**src/rtl/booth4_seq_mult_pkg.sv**
```systemverilog
// Shared types and constants for the radix-4 Booth sequential multiplier.
package booth4_seq_mult_pkg;

   localparam int unsigned DATA_W_DEF = 16;

   typedef enum logic [1:0] {
      IDLE = 2'd0,
      CALC = 2'd1,
      DONE = 2'd2
   } state_e;

   // One radix-4 Booth digit retires two multiplier bits.
   function automatic int unsigned booth_iter(input int unsigned data_w);
      return data_w / 2;
   endfunction

endpackage

```
**src/rtl/booth4_seq_mult_if.sv**
```systemverilog
// Operand/product handshake bundle for booth4_seq_mult.
interface booth4_seq_mult_if
   import booth4_seq_mult_pkg::*;
#(
   parameter int unsigned DATA_W = DATA_W_DEF
);
   logic                  in_valid;
   logic                  in_ready;
   logic [DATA_W-1:0]     A;
   logic [DATA_W-1:0]     B;
   logic                  out_valid;
   logic                  out_ready;
   logic [2*DATA_W-1:0]   P;
   logic                  busy;

   modport master (
      output in_valid, A, B, out_ready,
      input  in_ready, out_valid, P, busy
   );

   modport slave (
      input  in_valid, A, B, out_ready,
      output in_ready, out_valid, P, busy
   );
endinterface

```
**src/rtl/booth4_pp_gen.sv**
```systemverilog
// Radix-4 Booth partial-product generator: pp = digit(code) * a, exact at DATA_W+2 bits.
module booth4_pp_gen
   import booth4_seq_mult_pkg::*;
#(
   parameter int unsigned DATA_W = DATA_W_DEF
) (
   input  logic [2:0]        code,
   input  logic [DATA_W-1:0] a,
   output logic [DATA_W+1:0] pp
);
   localparam int unsigned PP_W = DATA_W + 2;

   logic [PP_W-1:0] a_ext;
   logic [PP_W-1:0] a_x2;

   // Two guard bits keep -2A exact even for the most negative A.
   assign a_ext = {{2{a[DATA_W-1]}}, a};
   assign a_x2  = {a_ext[PP_W-2:0], 1'b0};

   // Booth digit selection
   always_comb begin
      pp = '0;
      case (code)
         3'b001, 3'b010: pp = a_ext;
         3'b011:         pp = a_x2;
         3'b100:         pp = -a_x2;
         3'b101, 3'b110: pp = -a_ext;
         default:        pp = '0;
      endcase
   end
endmodule

```
**src/rtl/booth4_seq_mult.sv**
```systemverilog
// Iterative signed multiplier retiring one radix-4 Booth digit per clock.
module booth4_seq_mult
   import booth4_seq_mult_pkg::*;
#(
   parameter int unsigned DATA_W = DATA_W_DEF
) (
   input  logic            sys_clk,
   input  logic            sys_rst_n,
   booth4_seq_mult_if.slave bus
);
   localparam int unsigned ITER  = booth_iter(DATA_W);
   localparam int unsigned CNT_W = (ITER > 1) ? $clog2(ITER) : 1;
   localparam int unsigned P_W   = 2 * DATA_W;
   localparam int unsigned PP_W  = DATA_W + 2;
   localparam logic [CNT_W-1:0] CNT_LAST = CNT_W'(ITER - 1);

   state_e            state_q;
   logic [DATA_W-1:0] a_q;
   logic [DATA_W:0]   b_sh_q;
   logic [P_W-1:0]    acc_q;
   logic [P_W-1:0]    acc_d;
   logic [CNT_W-1:0]  cnt_q;
   logic [P_W-1:0]    p_q;
   logic              in_ready_q;
   logic              out_valid_q;
   logic              busy_q;
   logic [PP_W-1:0]   pp;
   logic [P_W-1:0]    pp_ext;

   booth4_pp_gen #(.DATA_W(DATA_W)) u_pp_gen (
      .code (b_sh_q[2:0]),
      .a    (a_q),
      .pp   (pp)
   );

   // Weighted partial product added into the running sum (wraps at 2*DATA_W bits).
   assign pp_ext = {{(P_W-PP_W){pp[PP_W-1]}}, pp};
   assign acc_d  = acc_q + (pp_ext << {cnt_q, 1'b0});

   // Control FSM with datapath registers and registered handshake outputs
   always_ff @(posedge sys_clk or negedge sys_rst_n) begin
      if (!sys_rst_n) begin
         state_q     <= IDLE;
         a_q         <= '0;
         b_sh_q      <= '0;
         acc_q       <= '0;
         cnt_q       <= '0;
         p_q         <= '0;
         in_ready_q  <= 1'b1;
         out_valid_q <= 1'b0;
         busy_q      <= 1'b0;
      end else begin
         case (state_q)
            IDLE: begin
               if (bus.in_valid) begin
                  a_q        <= bus.A;
                  b_sh_q     <= {bus.B, 1'b0};
                  acc_q      <= '0;
                  cnt_q      <= '0;
                  in_ready_q <= 1'b0;
                  busy_q     <= 1'b1;
                  state_q    <= CALC;
               end
            end
            CALC: begin
               acc_q  <= acc_d;
               b_sh_q <= {{2{b_sh_q[DATA_W]}}, b_sh_q[DATA_W:2]};
               cnt_q  <= cnt_q + CNT_W'(1);
               if (cnt_q == CNT_LAST) begin
                  p_q         <= acc_d;
                  out_valid_q <= 1'b1;
                  state_q     <= DONE;
               end
            end
            DONE: begin
               if (bus.out_ready) begin
                  out_valid_q <= 1'b0;
                  in_ready_q  <= 1'b1;
                  busy_q      <= 1'b0;
                  state_q     <= IDLE;
               end
            end
            default: state_q <= IDLE;
         endcase
      end
   end

   assign bus.in_ready  = in_ready_q;
   assign bus.out_valid = out_valid_q;
   assign bus.P         = p_q;
   assign bus.busy      = busy_q;
endmodule

```
**src/flat_wrapper.sv**
```systemverilog
// flat-port wrapper written by rule: the top's interface ports become plain ports
module booth4_seq_mult_flat import booth4_seq_mult_pkg::*;
#(
   parameter int unsigned DATA_W = DATA_W_DEF
)
  (sys_clk, sys_rst_n, bus_in_valid, bus_A, bus_B, bus_out_ready, bus_in_ready, bus_out_valid, bus_P, bus_busy);
  booth4_seq_mult_if #(.DATA_W(DATA_W)) bus_i ();
  input  logic sys_clk;
  input  logic sys_rst_n;
  input wire logic [$bits(bus_i.in_valid)-1:0] bus_in_valid;
  input wire logic [$bits(bus_i.A)-1:0] bus_A;
  input wire logic [$bits(bus_i.B)-1:0] bus_B;
  input wire logic [$bits(bus_i.out_ready)-1:0] bus_out_ready;
  output wire logic [$bits(bus_i.in_ready)-1:0] bus_in_ready;
  output wire logic [$bits(bus_i.out_valid)-1:0] bus_out_valid;
  output wire logic [$bits(bus_i.P)-1:0] bus_P;
  output wire logic [$bits(bus_i.busy)-1:0] bus_busy;
  assign bus_i.in_valid = bus_in_valid;
  assign bus_i.A = bus_A;
  assign bus_i.B = bus_B;
  assign bus_i.out_ready = bus_out_ready;
  assign bus_in_ready = bus_i.in_ready;
  assign bus_out_valid = bus_i.out_valid;
  assign bus_P = bus_i.P;
  assign bus_busy = bus_i.busy;
  booth4_seq_mult #(.DATA_W(DATA_W)) u_core (.sys_clk(sys_clk), .sys_rst_n(sys_rst_n), .bus(bus_i));
endmodule
```
**config.mk**
```make
export PLATFORM = sky130hd
export DESIGN_NAME = booth4_seq_mult_flat
export DESIGN_NICKNAME = d
export VERILOG_FILES = /design/src/rtl/booth4_seq_mult_pkg.sv /design/src/rtl/booth4_seq_mult_if.sv /design/src/rtl/booth4_pp_gen.sv /design/src/rtl/booth4_seq_mult.sv /design/src/flat_wrapper.sv
export SDC_FILE = /design/constraint.sdc
export NUM_CORES = 1
export LEC_CHECK = 0
export ABC_AREA = 1
export CELL_PAD_IN_SITES_DETAIL_PLACEMENT = 1
export CELL_PAD_IN_SITES_GLOBAL_PLACEMENT = 1
export CORE_MARGIN = 1.5
export CORE_UTILIZATION = 38
export DETAILED_ROUTE_END_ITERATION = 10
export PLACE_DENSITY = 0.84
export SYNTH_ARGS = -nofsm -noshare
export SYNTH_HDL_FRONTEND = slang
export SYNTH_HIERARCHICAL = 1
export SYNTH_SLANG_ARGS = --single-unit
```
**constraint.sdc**
```tcl
create_clock -name sys_clk -period 3.05 [get_ports sys_clk]
set_input_delay 0.4575 -clock sys_clk [delete_from_list [all_inputs] [get_ports sys_clk]]
set_output_delay 0.4575 -clock sys_clk [all_outputs]
set_load 0.01 [all_outputs]
```
Word-level counts from Yosys, hierarchy flattened:

Index checks and enable logic that the tools add are counted.

* add/sub/neg operators: 4
* equal/unequal tests: 12
* shifts and indexed selects: 1
* multiplexer cells: 19
* bitwise logic cells: 1
* reduce and logical (&&, ||, !) cells: 13

Operators with widths (count)
* case mux 18 bit (4 select lines): 1
* case mux 32 bit (2 select lines): 1
* negation 18 bit: 2
* case mux 17 bit (2 select lines): 1
* adder 32 bit: 1
* 2-to-1 mux 32 bit: 1
* << shifter 32 x 4 -> 32 bit: 1
* 2-to-1 mux 17 bit: 1
* == test 3 bit (second input constant): 4
* AND reduction 3 bit: 4
* == test 3 x 2 -> 1 bit (second input constant): 2
* 2-to-1 mux 2 bit: 3
* case mux 1 bit (2 select lines): 3
* case mux 2 bit (3 select lines): 1
* case mux 3 bit (2 select lines): 1
* AND reduction 2 bit: 3
* nonzero test 2 bit: 3
* 2-to-1 mux 1 bit: 5
* inequality test 2 bit (second input constant): 2
* OR reduction 2 bit: 2
* adder 3 x 1 -> 3 bit (second input constant): 1
* == test 3 x 1 -> 1 bit (second input constant): 1
* 2-to-1 mux 3 bit: 1
* == test 2 x 1 -> 1 bit (second input constant): 1
* 4 further kinds: 4

* register bits after elaboration: 105
* bits of input ports: 36
* output and inout bits: 35
* logic and storage cells: 60

Longest topological paths before layout:

Gate-level depths: netlist (run 1).

* depth after elaboration: 6
* gate-level depth with buffers: 28
* depth with buffers taken out: 28

Modules after synthesis:

Netlist (run 1), hierarchy kept.

Modules (own cells, without submodules)
* booth4_seq_mult: instances 1, cells each 1064, area an instance 7106.8 µm², seq. area each 2628.8 µm²
* booth4_pp_gen: instances 1, cells each 182, area an instance 947.2 µm², seq. area each 0.0 µm²

Least setup slack after synthesis (run 1):

Ideal clock, no wire load.

* path type: register to register
* start: register u_core.a_q[1]
* end: register u_core.acc_q[27]
* library setup time: 0.118 ns
* arrival: 2.924 ns
* required time: 2.932 ns
* setup slack: 0.008 ns
* stages on the path, launching flop included: 24
* buffers on the path: 0
* period minus slack after synthesis: 3.042 ns
* cells stage by stage: dfrtp_1 -> inv_1 -> ha_1 -> nand2_4 -> nor2_8 -> nand3_2 -> nand3_1 -> nand3_1 -> inv_1 -> nor2_1 -> a21oi_1 -> inv_1 -> o21ai_0 -> o21ai_0 -> ha_1 -> nand2_1 -> nor2_1 -> inv_1 -> nor3_2 -> nand2_1 -> nand2_1 -> nand2_1 -> nand3_1 -> nand2_1

* longest elaborated chain between the ends: 5
* elaborated cells between the ends (all ways): 6
* those cells by class: add/sub (3); shift (1); mux (2)

Ends and longest elaborated chain
* start: declaration: line booth4_seq_mult.sv:18 `logic [DATA_W-1:0] a_q;`
* start signal: assignment: line booth4_seq_mult.sv:56 `a_q <= bus.A;`
* negation 18 bit (on tied branches): line booth4_pp_gen.sv:27, booth4_pp_gen.sv:26
* case mux 18 bit (4 select lines) *: line booth4_pp_gen.sv:23 `case (code)`
* named net u_core.pp[17]: line booth4_seq_mult.sv:27 `logic [PP_W-1:0] pp;`
* << shifter 32 x 4 -> 32 bit *: line booth4_seq_mult.sv:38 `assign acc_d = acc_q + (pp_ext << {cnt_q, 1'b0});`
* adder 32 bit *: line booth4_seq_mult.sv:38
* case mux 32 bit (2 select lines) *: line booth4_seq_mult.sv:53 `case (state_q)`
* end signal: assignment: line booth4_seq_mult.sv:46 `acc_q <= '0;`
* end signal: assignment: line booth4_seq_mult.sv:58 `acc_q <= '0;`
* end signal: assignment: line booth4_seq_mult.sv:66 `acc_q <= acc_d;`
* end: declaration: line booth4_seq_mult.sv:20 `logic [P_W-1:0] acc_q;`

Mark *: on every way through the listed nets, which the timed path passes. The rest lies on a longest branch.
A chain may end at the register's enable or synchronous reset.

Worst setup path after layout (run 1):

* start: register u_core.b_sh_q[0]
* end: register u_core.acc_q[31]

* longest elaborated chain between the ends: 6
* elaborated cells between the ends (all ways): 12
* those cells by class: add/sub (1); eq/ne (6); shift (1); mux (2); reduce/logical (2)

Ends and longest elaborated chain
* start: declaration: line booth4_seq_mult.sv:19 `logic [DATA_W:0] b_sh_q;`
* start signal: assignment: line booth4_seq_mult.sv:57 `b_sh_q <= {bus.B, 1'b0};`
* start signal: assignment: line booth4_seq_mult.sv:67 `b_sh_q <= {{2{b_sh_q[DATA_W]}}, b_sh_q[DATA_W:2]};`
* == test 3 bit (tied with other cells): line booth4_pp_gen.sv:23
* OR reduction 2 bit: line booth4_pp_gen.sv:23
* case mux 18 bit (4 select lines) *: line booth4_pp_gen.sv:23
* named net u_core.pp[2]: line booth4_seq_mult.sv:27
* << shifter 32 x 4 -> 32 bit *: line booth4_seq_mult.sv:38
* adder 32 bit *: line booth4_seq_mult.sv:38
* case mux 32 bit (2 select lines) *: line booth4_seq_mult.sv:53

Marked as above.

==> reports/results.md, run 1 <==
| Stage | Result | Reported |
| --- | --- | --- |
| status | Status | finished with violations |
| status | Violated checks | setup timing |
| layout | Share of layout cells above drive strength 1 | 43.9% |
| sta | Final Cycle Share | 132% |
| synth | Area of the mapped netlist | 8050 sq um |
| global route | First-pass GRT wire length | 58100 um |
| clock tree | Clock insertion delay at the later pin of the skew report | 0.38 ns |
| clock tree | TritonCTS clock tree | built |
| placed design | Cell count after placement | 1705 |
| clock tree | Number of buffers created by CTS | 9 |
| synth | Leading cell types by count after synthesis | 491 x sky130_fd_sc_hd__nand2_1, 171 x sky130_fd_sc_hd__inv_1, 108 x sky130_fd_sc_hd__nand3_1 |
| floorplan | Placeable core region | 20900 sq um |
| setup path | Critical Path Start Type | flip-flop |
| sta | Normalized max-slew margin | 47.0% |
| clock tree | Bufs on Longest Clock Path | 2 |
| placed design | Buffers on Ports | 70 |
| synth | Sequential share of the synthesized area | 32.6% |
| sta | Transition time at the pin with the least slew margin | 0.794 ns |
| layout | Filler-free cell count of the finished design | 1775 |
| synth | Share of flip-flops with an asynchronous set or reset after synthesis | 100% |
| synth | Net count of the mapped netlist | 1317 |
| routing | Number of vias per cell after detailed routing | 6.10 |
| clock tree | Sink Count | 105 |
| setup path | Worst Path Required | 3.35 ns |
| floorplan | Die Span X | 149 um |
| routing | DRC | 0 |
| flow run | Total of max-cap violations | 0 |
| global route | GRT Residual Overflow | 0 |
| routing | Wire length per cell after detailed routing | 26.9 um |
| layout | Number of diodes | 0 |
| setup path | Kind of end point of the critical path | flip-flop |
| floorplan | Initial standard-cell utilization of the core | 38.6% |
| setup path | R2R Path Start | u_core/b_sh_q[0] |
| clock tree | Worst-path clk slew | 0.09 ns |
| floorplan | Number of ports placed on the die boundary | 71 |
| setup path | Count of cells along the worst register-to-register path | 25 |
| routing | Detail Route Antenna Nets | 0 |
| synth | Number of enable flip-flop cells after synthesis | 0 |
| synth | Top cells by area, synth | sky130_fd_sc_hd__dfrtp_1 32%, sky130_fd_sc_hd__nand2_1 23%, sky130_fd_sc_hd__inv_1 8.0%, sky130_fd_sc_hd__nand3_1 6.7%, sky130_fd_sc_hd__ha_1 5.3% |
| routing | DRC marker count from the first detailed-route iteration | 914 |
| floorplan | Die boundary height | 149 um |
| floorplan | Floorplan row count | 53 |
| setup path | Worst reg-to-reg setup slack | -0.98 ns |
| setup path | Launching instance or port of the critical path | u_core/b_sh_q[0] |
| global route | Number of global-route vias before repair | 10600 |
| sta | Final clock skew | 0.0194 ns |
| layout | Area Overhead vs Synth | 63.4% |
| setup path | Critical path destination | u_core/acc_q[31] |
| synth | Count of state elements after synthesis | 105 |
| sta | RSZ-0062 raised after global routing | yes |
| sta | Count of final setup violators | 60 |
| routing | Count of TritonRoute iterations in the first routing pass | 6 |
| synth | Synth Area per Inst | 6.46 sq um |
| setup path | Arr. time, crit path | 4.32 ns |
| routing | Wire length reported by the detailed router | 47800 um |
| synth | Area share of the leading cell type in the synthesized netlist | 32.3% |
| synth | Count leader, synth | sky130_fd_sc_hd__nand2_1 |
| setup path | Reg-to-reg critical path endpoint | u_core/acc_q[31] |
| sta | F_max | 248 MHz |
| clock tree | Maximum level of the CTS H-tree | 3 |
| setup path | Critical setup path kind | reg2reg |
| placed design | Detailed-placement wirelength estimate | 22100 um |
| global route | Total routing usage reported by global routing | 34.1% |
| clock tree | Master cell of the clock root buffer | sky130_fd_sc_hd__clkbuf_16 |
| synth | Yosys cell types | 40 |
| sta | Final Hold Fails | 0 |
| synth | Biggest area consumer among synthesized cells | sky130_fd_sc_hd__dfrtp_1 |
| sta | Max-slew violation count | 0 |
| global route | Initial antenna violation count | 0 |
| sta | Final critical delay including setup and external delays | 4.03 ns |
| global route | Maximum number of pins on one net before global-route repair | 58 |
| floorplan | Area of the die | 22100 sq um |
| synth | Dominant register cell in the synthesized netlist | sky130_fd_sc_hd__dfrtp_1 |
| synth | Number of warnings issued by yosys | 6 |
| synth | Instance count of the mapped netlist | 1246 |
| sta | Worst setup margin | -0.975 ns |
| placed design | Placer's final routability congestion estimate | 0.940 |
| setup path | Maximum fanout count along the critical path | 5 |
| routing | Via total after detailed routing | 10800 |
| min path | Hold WC Path Type | in2async |
| layout | NumNets Final | 1566 |
-- worst max-delay path, cell delays in order, from the launching register on --
cell	delay [ns]
sky130_fd_sc_hd__dfrtp_1	0.45
sky130_fd_sc_hd__nor2_1	0.08
sky130_fd_sc_hd__inv_2	0.15
sky130_fd_sc_hd__nand2_4	0.09
sky130_fd_sc_hd__nor2_4	0.22
sky130_fd_sc_hd__nand2_1	0.08
sky130_fd_sc_hd__o2111ai_1	0.12
sky130_fd_sc_hd__inv_1	0.12
sky130_fd_sc_hd__o21ai_2	0.22
sky130_fd_sc_hd__buf_4	0.14
sky130_fd_sc_hd__buf_4	0.09
sky130_fd_sc_hd__nand3_1	0.26
sky130_fd_sc_hd__o21ai_2	0.23
sky130_fd_sc_hd__ha_4	0.27
sky130_fd_sc_hd__buf_12	0.13
sky130_fd_sc_hd__nand2_4	0.14
sky130_fd_sc_hd__inv_4	0.07
sky130_fd_sc_hd__nand2_2	0.09
sky130_fd_sc_hd__nand2_4	0.09
sky130_fd_sc_hd__a21oi_4	0.22
sky130_fd_sc_hd__nand2_4	0.14
sky130_fd_sc_hd__nand2_4	0.10
sky130_fd_sc_hd__nand2_1	0.09
sky130_fd_sc_hd__nand2_2	0.10
sky130_fd_sc_hd__nand3_1	0.09
sky130_fd_sc_hd__nand2_1	0.16
-- worst min-delay path by stage --
stage                     slack [ns]                  end  depth (start not counted)                 from
after floorplan                 0.16        u_core/a_q[0]                          0            sys_rst_n
after global placement          0.46  u_core/bus.in_ready                          2  u_core/bus.in_ready
after detailed placement        0.47     u_core/bus.P[15]                          2     u_core/bus.P[15]
after CTS                       0.14     u_core/acc_q[18]                          1            sys_rst_n
after global routing            0.13     u_core/acc_q[18]                          1            sys_rst_n
final                           0.09     u_core/acc_q[18]                          1            sys_rst_n
-- cells in the final DEF, fill, tap and decap left out, drive strengths merged, types with 12 or more instances in the layout --
master           n
a21oi           29
a221oi          12
buf            208
clkdlybuf4s50   69
dfrtp          104
ha              34
inv            180
nand2          508
nand3          114
nor2            78
nor3            20
o21ai           70
-- layer usage --
layer / wire length (um) / share of wire, % / vias up / global-route usage (%)
met5: 0 / 0 / - / 0
met2: 22500 / 47 / 763 / 57.7
li1: - / - / 4443 / -
met4: 4220 / 8.8 / 0 / 20.5
met3: 4020 / 8.4 / 333 / 6.87
met1: 17100 / 36 / 5283 / 39.9
-- registers in the layout (all words and copies together), names as in the netlist --
name,cells
u_core/bus.P,32
u_core/bus.busy,1
u_core/cnt_q,3
u_core/bus.out_valid,1
u_core/a_q,16
u_core/b_sh_q,17
u_core/acc_q,32
u_core/bus.in_ready,1
u_core/state_q,2
-- per-stage QoR --
stage	util [%]	area (sq um)	setup TNS (ns)	setup WS [ns]	hold slack, ns
final	63.0	13200	-37.54	-0.975	0.0854
after global routing	63.0	13200	-43.46	-1.01	0.131
after floorplan	-	8050	0	0.00821	0.162
after detailed placement	48.6	10100	-30.38	-0.669	0.467
after global placement	48.6	10100	-26.92	-0.604	0.455
after CTS	56.5	11800	-7.63	-0.232	0.135
-- what timing repair did --
action                                  in CTS  in global routing
hold buffers                                 0                  0
gates resized for setup                    311                286
pin swaps                                  126                123
buffers inserted                            34                 22
endpoints found under the setup margin      58                 60
-- cell type report --
type	count	area, sq um
Clock inverter	5	46.3
Inverter	177	687
Multi-Input combinational cell	925	6730
Sequential cell	105	2640
Fill cell	2510	7730
Clock buffer	11	243
Timing Repair Buffer	277	2470
Tap cell	275	344
-- cells by family after synthesis --
logic type	count (synthesis)	share of synthesized area, %
AND/OR/NAND/NOR	741	39.8
buffers and inverters	216	10.6
AO/OA/AOI/OAI	129	9.06
flip-flops	105	32.6
adder cells (fa/ha/maj)	35	5.53
XOR/XNOR	13	1.51
multiplexers	7	0.870
Power of run 1 is not shown: default switching activity piles up to over one toggle a cycle in this logic, so the estimate is an artifact.
==> run 2: changes to the inputs <==
Settings changed: CORE_MARGIN 1.5 to 5, RECOVER_POWER from default to 100.
==> run 2 against run 1 <==
The run ends with capacitance limit, slew limit, setup timing left. Clock-buffer cell count fell by 2. Maximum frequency increased by 6.6%. Worst hold slack better by 0.38 ns. First-iteration DRC count decreased by 17%. Setup slack gained 0.25 ns. Critical path depth shrank 2. Cell area decreased by 2.9%. Register-to-register slack gained 0.25 ns. Non-clock buffer count is 12 lower. Sequential share of layout area is 0.60 points higher. Global-route usage down 4.9 points. Cell count is 0.68% lower. Largest cell class unchanged. Highest routed layer unchanged.
==> reports/results.md, run 2 (synthesized netlist as in run 1, its figures left out) <==
| Stage | Result | Reported | Change |
| --- | --- | --- | --- |
| placed design | Area of placed instances | 10100 sq um | -0.42% |
| floorplan | Initial standard-cell utilization of the core | 38.4% | -0.12 points |
| sta | F_max | 265 MHz | +6.6% |
| global route | Maximum number of pins on one net before global-route repair | 66 | +14% |
| sta | Setup TNS | -32.79 ns | +4.75 ns |
| layout | Commonest cells after routing, fill and taps aside | 349 x sky130_fd_sc_hd__nand2_1, 169 x sky130_fd_sc_hd__buf_4, 135 x sky130_fd_sc_hd__inv_1 |  |
| floorplan | Area of the die | 24200 sq um | +9.6% |
| routing | Count of TritonRoute iterations in the first routing pass | 7 | +1 |
| setup path | Cell-by-cell listing of the critical path | buf_6 -> nor2_4 -> nand2_4 -> buf_6 -> o21ai_4 -> nand3_1 -> nand4_1 -> nand2_1 -> nand3_1 -> o21ai_2 -> buf_4 -> o21ai_2 -> ha_4 -> nand2_1 -> nand2_2 -> inv_1 -> nand2_2 -> inv_2 -> nand3_4 -> nand2_2 -> nand4_1 -> nand3_1 -> nand2_1 |  |
| setup path | Worst Path Required | 3.30 ns | -0.05 ns |
| status | Violated checks | capacitance limit, slew limit, setup timing |  |
| layout | Area Overhead vs Synth | 58.6% |  |
| placed design | Cell count after placement | 1701 | -0.23% |
| setup path | Maximum fanout count along the critical path | 4 | -1 |
| floorplan | Number of ports placed on the die boundary | 71 | unchanged |
| layout | Share of layout cells above drive strength 1 | 41.9% | -2.0 points |
| clock tree | Bufs on Longest Clock Path | 2 | unchanged |
| layout | Finished Cell Area | 12800 sq um | -2.9% |
| min path | Hold WC Path Type | reg2reg |  |
| routing | Via total after detailed routing | 10600 | -2.1% |
| setup path | Critical setup path kind | reg2reg |  |
| sta | RSZ-0062 raised after global routing | yes |  |
| placed design | Detailed-placement wirelength estimate | 22300 um | +0.62% |
| sta | Final Cycle Share | 124% | -8.1 points |
| routing | Detail Route Antenna Nets | 0 | unchanged |
| sta | Final clock skew | 0.0110 ns | -0.00842 ns |
| clock tree | TritonCTS clock tree | built |  |
| layout | NumNets Final | 1554 | -0.77% |
| global route | Total routing usage reported by global routing | 29.3% | -4.9 points |
| setup path | CP max stage cell | sky130_fd_sc_hd__dfrtp_1 |  |
| placed design | Buffers on Ports | 70 | unchanged |
| status | Status | finished with violations |  |
| global route | GRT Residual Overflow | 0 | unchanged |
| flow run | Total of max-cap violations | 1 | +1 |
| setup path | Arr. time, crit path | 4.03 ns | -0.29 ns |
| sta | Final Hold Fails | 0 | unchanged |
| routing | Number of vias per cell after detailed routing | 6.01 | -1.4% |
| placed design | Placer's final routability congestion estimate | 0.925 | -1.6% |
| clock tree | Clock insertion delay at the later pin of the skew report | 0.37 ns | about the same |
| sta | Count of final setup violators | 59 | -1.7% |
| routing | Wire length per cell after detailed routing | 25.6 um | -4.8% |
| floorplan | Die boundary height | 156 um | +4.7% |
| routing | DRC | 0 | unchanged |
| placed design | Pre-CTS setup slack | -0.751 ns | -0.0826 ns |
| global route | First-pass GRT wire length | 56500 um | -2.7% |
| sta | Transition time at the pin with the least slew margin | 1.76 ns | +0.964 ns |
| clock tree | Master cell of the clock root buffer | sky130_fd_sc_hd__clkbuf_16 |  |
| routing | Wire length reported by the detailed router | 45200 um | -5.5% |
| sta | Final critical delay including setup and external delays | 3.78 ns | -0.248 ns |
| floorplan | Placeable core region | 21000 sq um | +0.32% |
| layout | Commonest non-fill, non-tap cell in the layout | sky130_fd_sc_hd__nand2_1 |  |
| sta | Worst setup margin | -0.727 ns | +0.248 ns |
| routing | DRC marker count from the first detailed-route iteration | 757 | -17% |
| layout | Number of diodes | 0 | unchanged |
| floorplan | Die Span X | 156 um | +4.7% |
| clock tree | Worst-path clk slew | 0.08 ns | about the same |
| clock tree | Maximum level of the CTS H-tree | 3 | unchanged |
| global route | Initial antenna violation count | 0 | unchanged |
| setup path | Maximum cell stage delay along the critical path | 0.41 ns | -0.04 ns |
| layout | Filler-free cell count of the finished design | 1763 | -0.68% |
| clock tree | Number of buffers created by CTS | 9 | unchanged |
| clock tree | Sink Count | 105 | unchanged |
| sta | Normalized max-slew margin | -17.2% | -64 points |
| global route | Number of global-route vias before repair | 10700 | +0.54% |
| sta | Max-slew violation count | 66 | +66 |
| setup path | Kind of end point of the critical path | flip-flop |  |
| floorplan | Floorplan row count | 53 | unchanged |
| setup path | Critical Path Start Type | flip-flop |  |
| layout | Number of filler cells placed in the layout | 2548 | +1.5% |
-- run 2: cell count changes in the layout (fill, tap and decap cells not counted), moves of 7 or more --
cell	previous run	this run
sky130_fd_sc_hd__inv_2	32	39
sky130_fd_sc_hd__nand2_2	109	119
sky130_fd_sc_hd__inv_4	9	2
sky130_fd_sc_hd__clkdlybuf4s50_1	69	34
sky130_fd_sc_hd__nand2_4	52	39
sky130_fd_sc_hd__dlygate4sd3_1	0	35
sky130_fd_sc_hd__buf_6	26	14
sky130_fd_sc_hd__nor2_4	39	28
sky130_fd_sc_hd__o21ai_2	28	20
-- run 2: final cells by class --
| type | count | area, sq um | area share, % |
|---|---|---|---|
| sequential | 105 | 2640 | 20.6 |
| timing repair buffer | 265 | 2290 | 18.0 |
| tap | 275 | 344 | 2.69 |
| multi-input combinational | 925 | 6490 | 50.8 |
| inverter | 177 | 674 | 5.28 |
| clock buffer | 9 | 225 | 1.76 |
| clock inverter | 7 | 108 | 0.842 |
-- run 2: layer usage --
metal	vias to the layer above	part of all wire [%]	track usage, %
met5	-	0	0
met4	0	9.1	17.0
met3	304	7.6	3.97
met2	685	48	51.2
met1	5189	35	34.3
li1	4417	-	-
-- run 2: what timing repair did --
item                       4_1_cts  5_1_grt
buffers inserted                28       20
resized for setup              262      266
hold buffers                     0        0
pin swaps                      102      117
setup endpoints to repair       58       59
-- run 2: per-stage QoR --
step	hold WS, ns	util [%]
after floorplan	0.162	-
after global placement	0.453	48.2
after detailed placement	0.463	48.2
after CTS	0.254	55.1
after global routing	0.495	61.0
final	0.470	61.0
-- run 2: critical path: cells and delay by family (launching register included) --
| kind | cells | cell delay (ns) |
|---|---|---|
| flip-flops | 1 | 0.41 |
| AND/OR/NAND/NOR | 14 | 1.73 |
| adder cells (fa/ha/maj) | 1 | 0.30 |
| AO/OA/AOI/OAI | 3 | 0.54 |
| buffers and inverters | 5 | 0.67 |
-- run 2: path summary, 6_finish.rpt --
kind / end / slack (ns) / depth (start not counted) / startpoint
worst min-delay path: u_core/bus.in_ready / 0.47 / 2 / u_core/bus.in_ready
min in group asynchronous: u_core/acc_q[5] / 0.52 / 1 / sys_rst_n
max in group asynchronous: u_core/acc_q[30] / 0.78 / 2 / sys_rst_n
worst max-delay path: u_core/acc_q[25] / -0.73 / 23 / u_core/a_q[0]
worst max register to register: u_core/acc_q[25] / -0.73 / 23 / u_core/a_q[0]
worst min register to register: u_core/bus.in_ready / 0.47 / 2 / u_core/bus.in_ready
Power of run 2 is left out for the same reason.
==> run 3: changes to the inputs <==
Settings changed: GPL_ROUTABILITY_DRIVEN from default to 1.
==> results of run 3 <==
Same layout as run 2: the final DEF is identical, and so are final timing and power.
Power of run 3 is left out for the same reason.
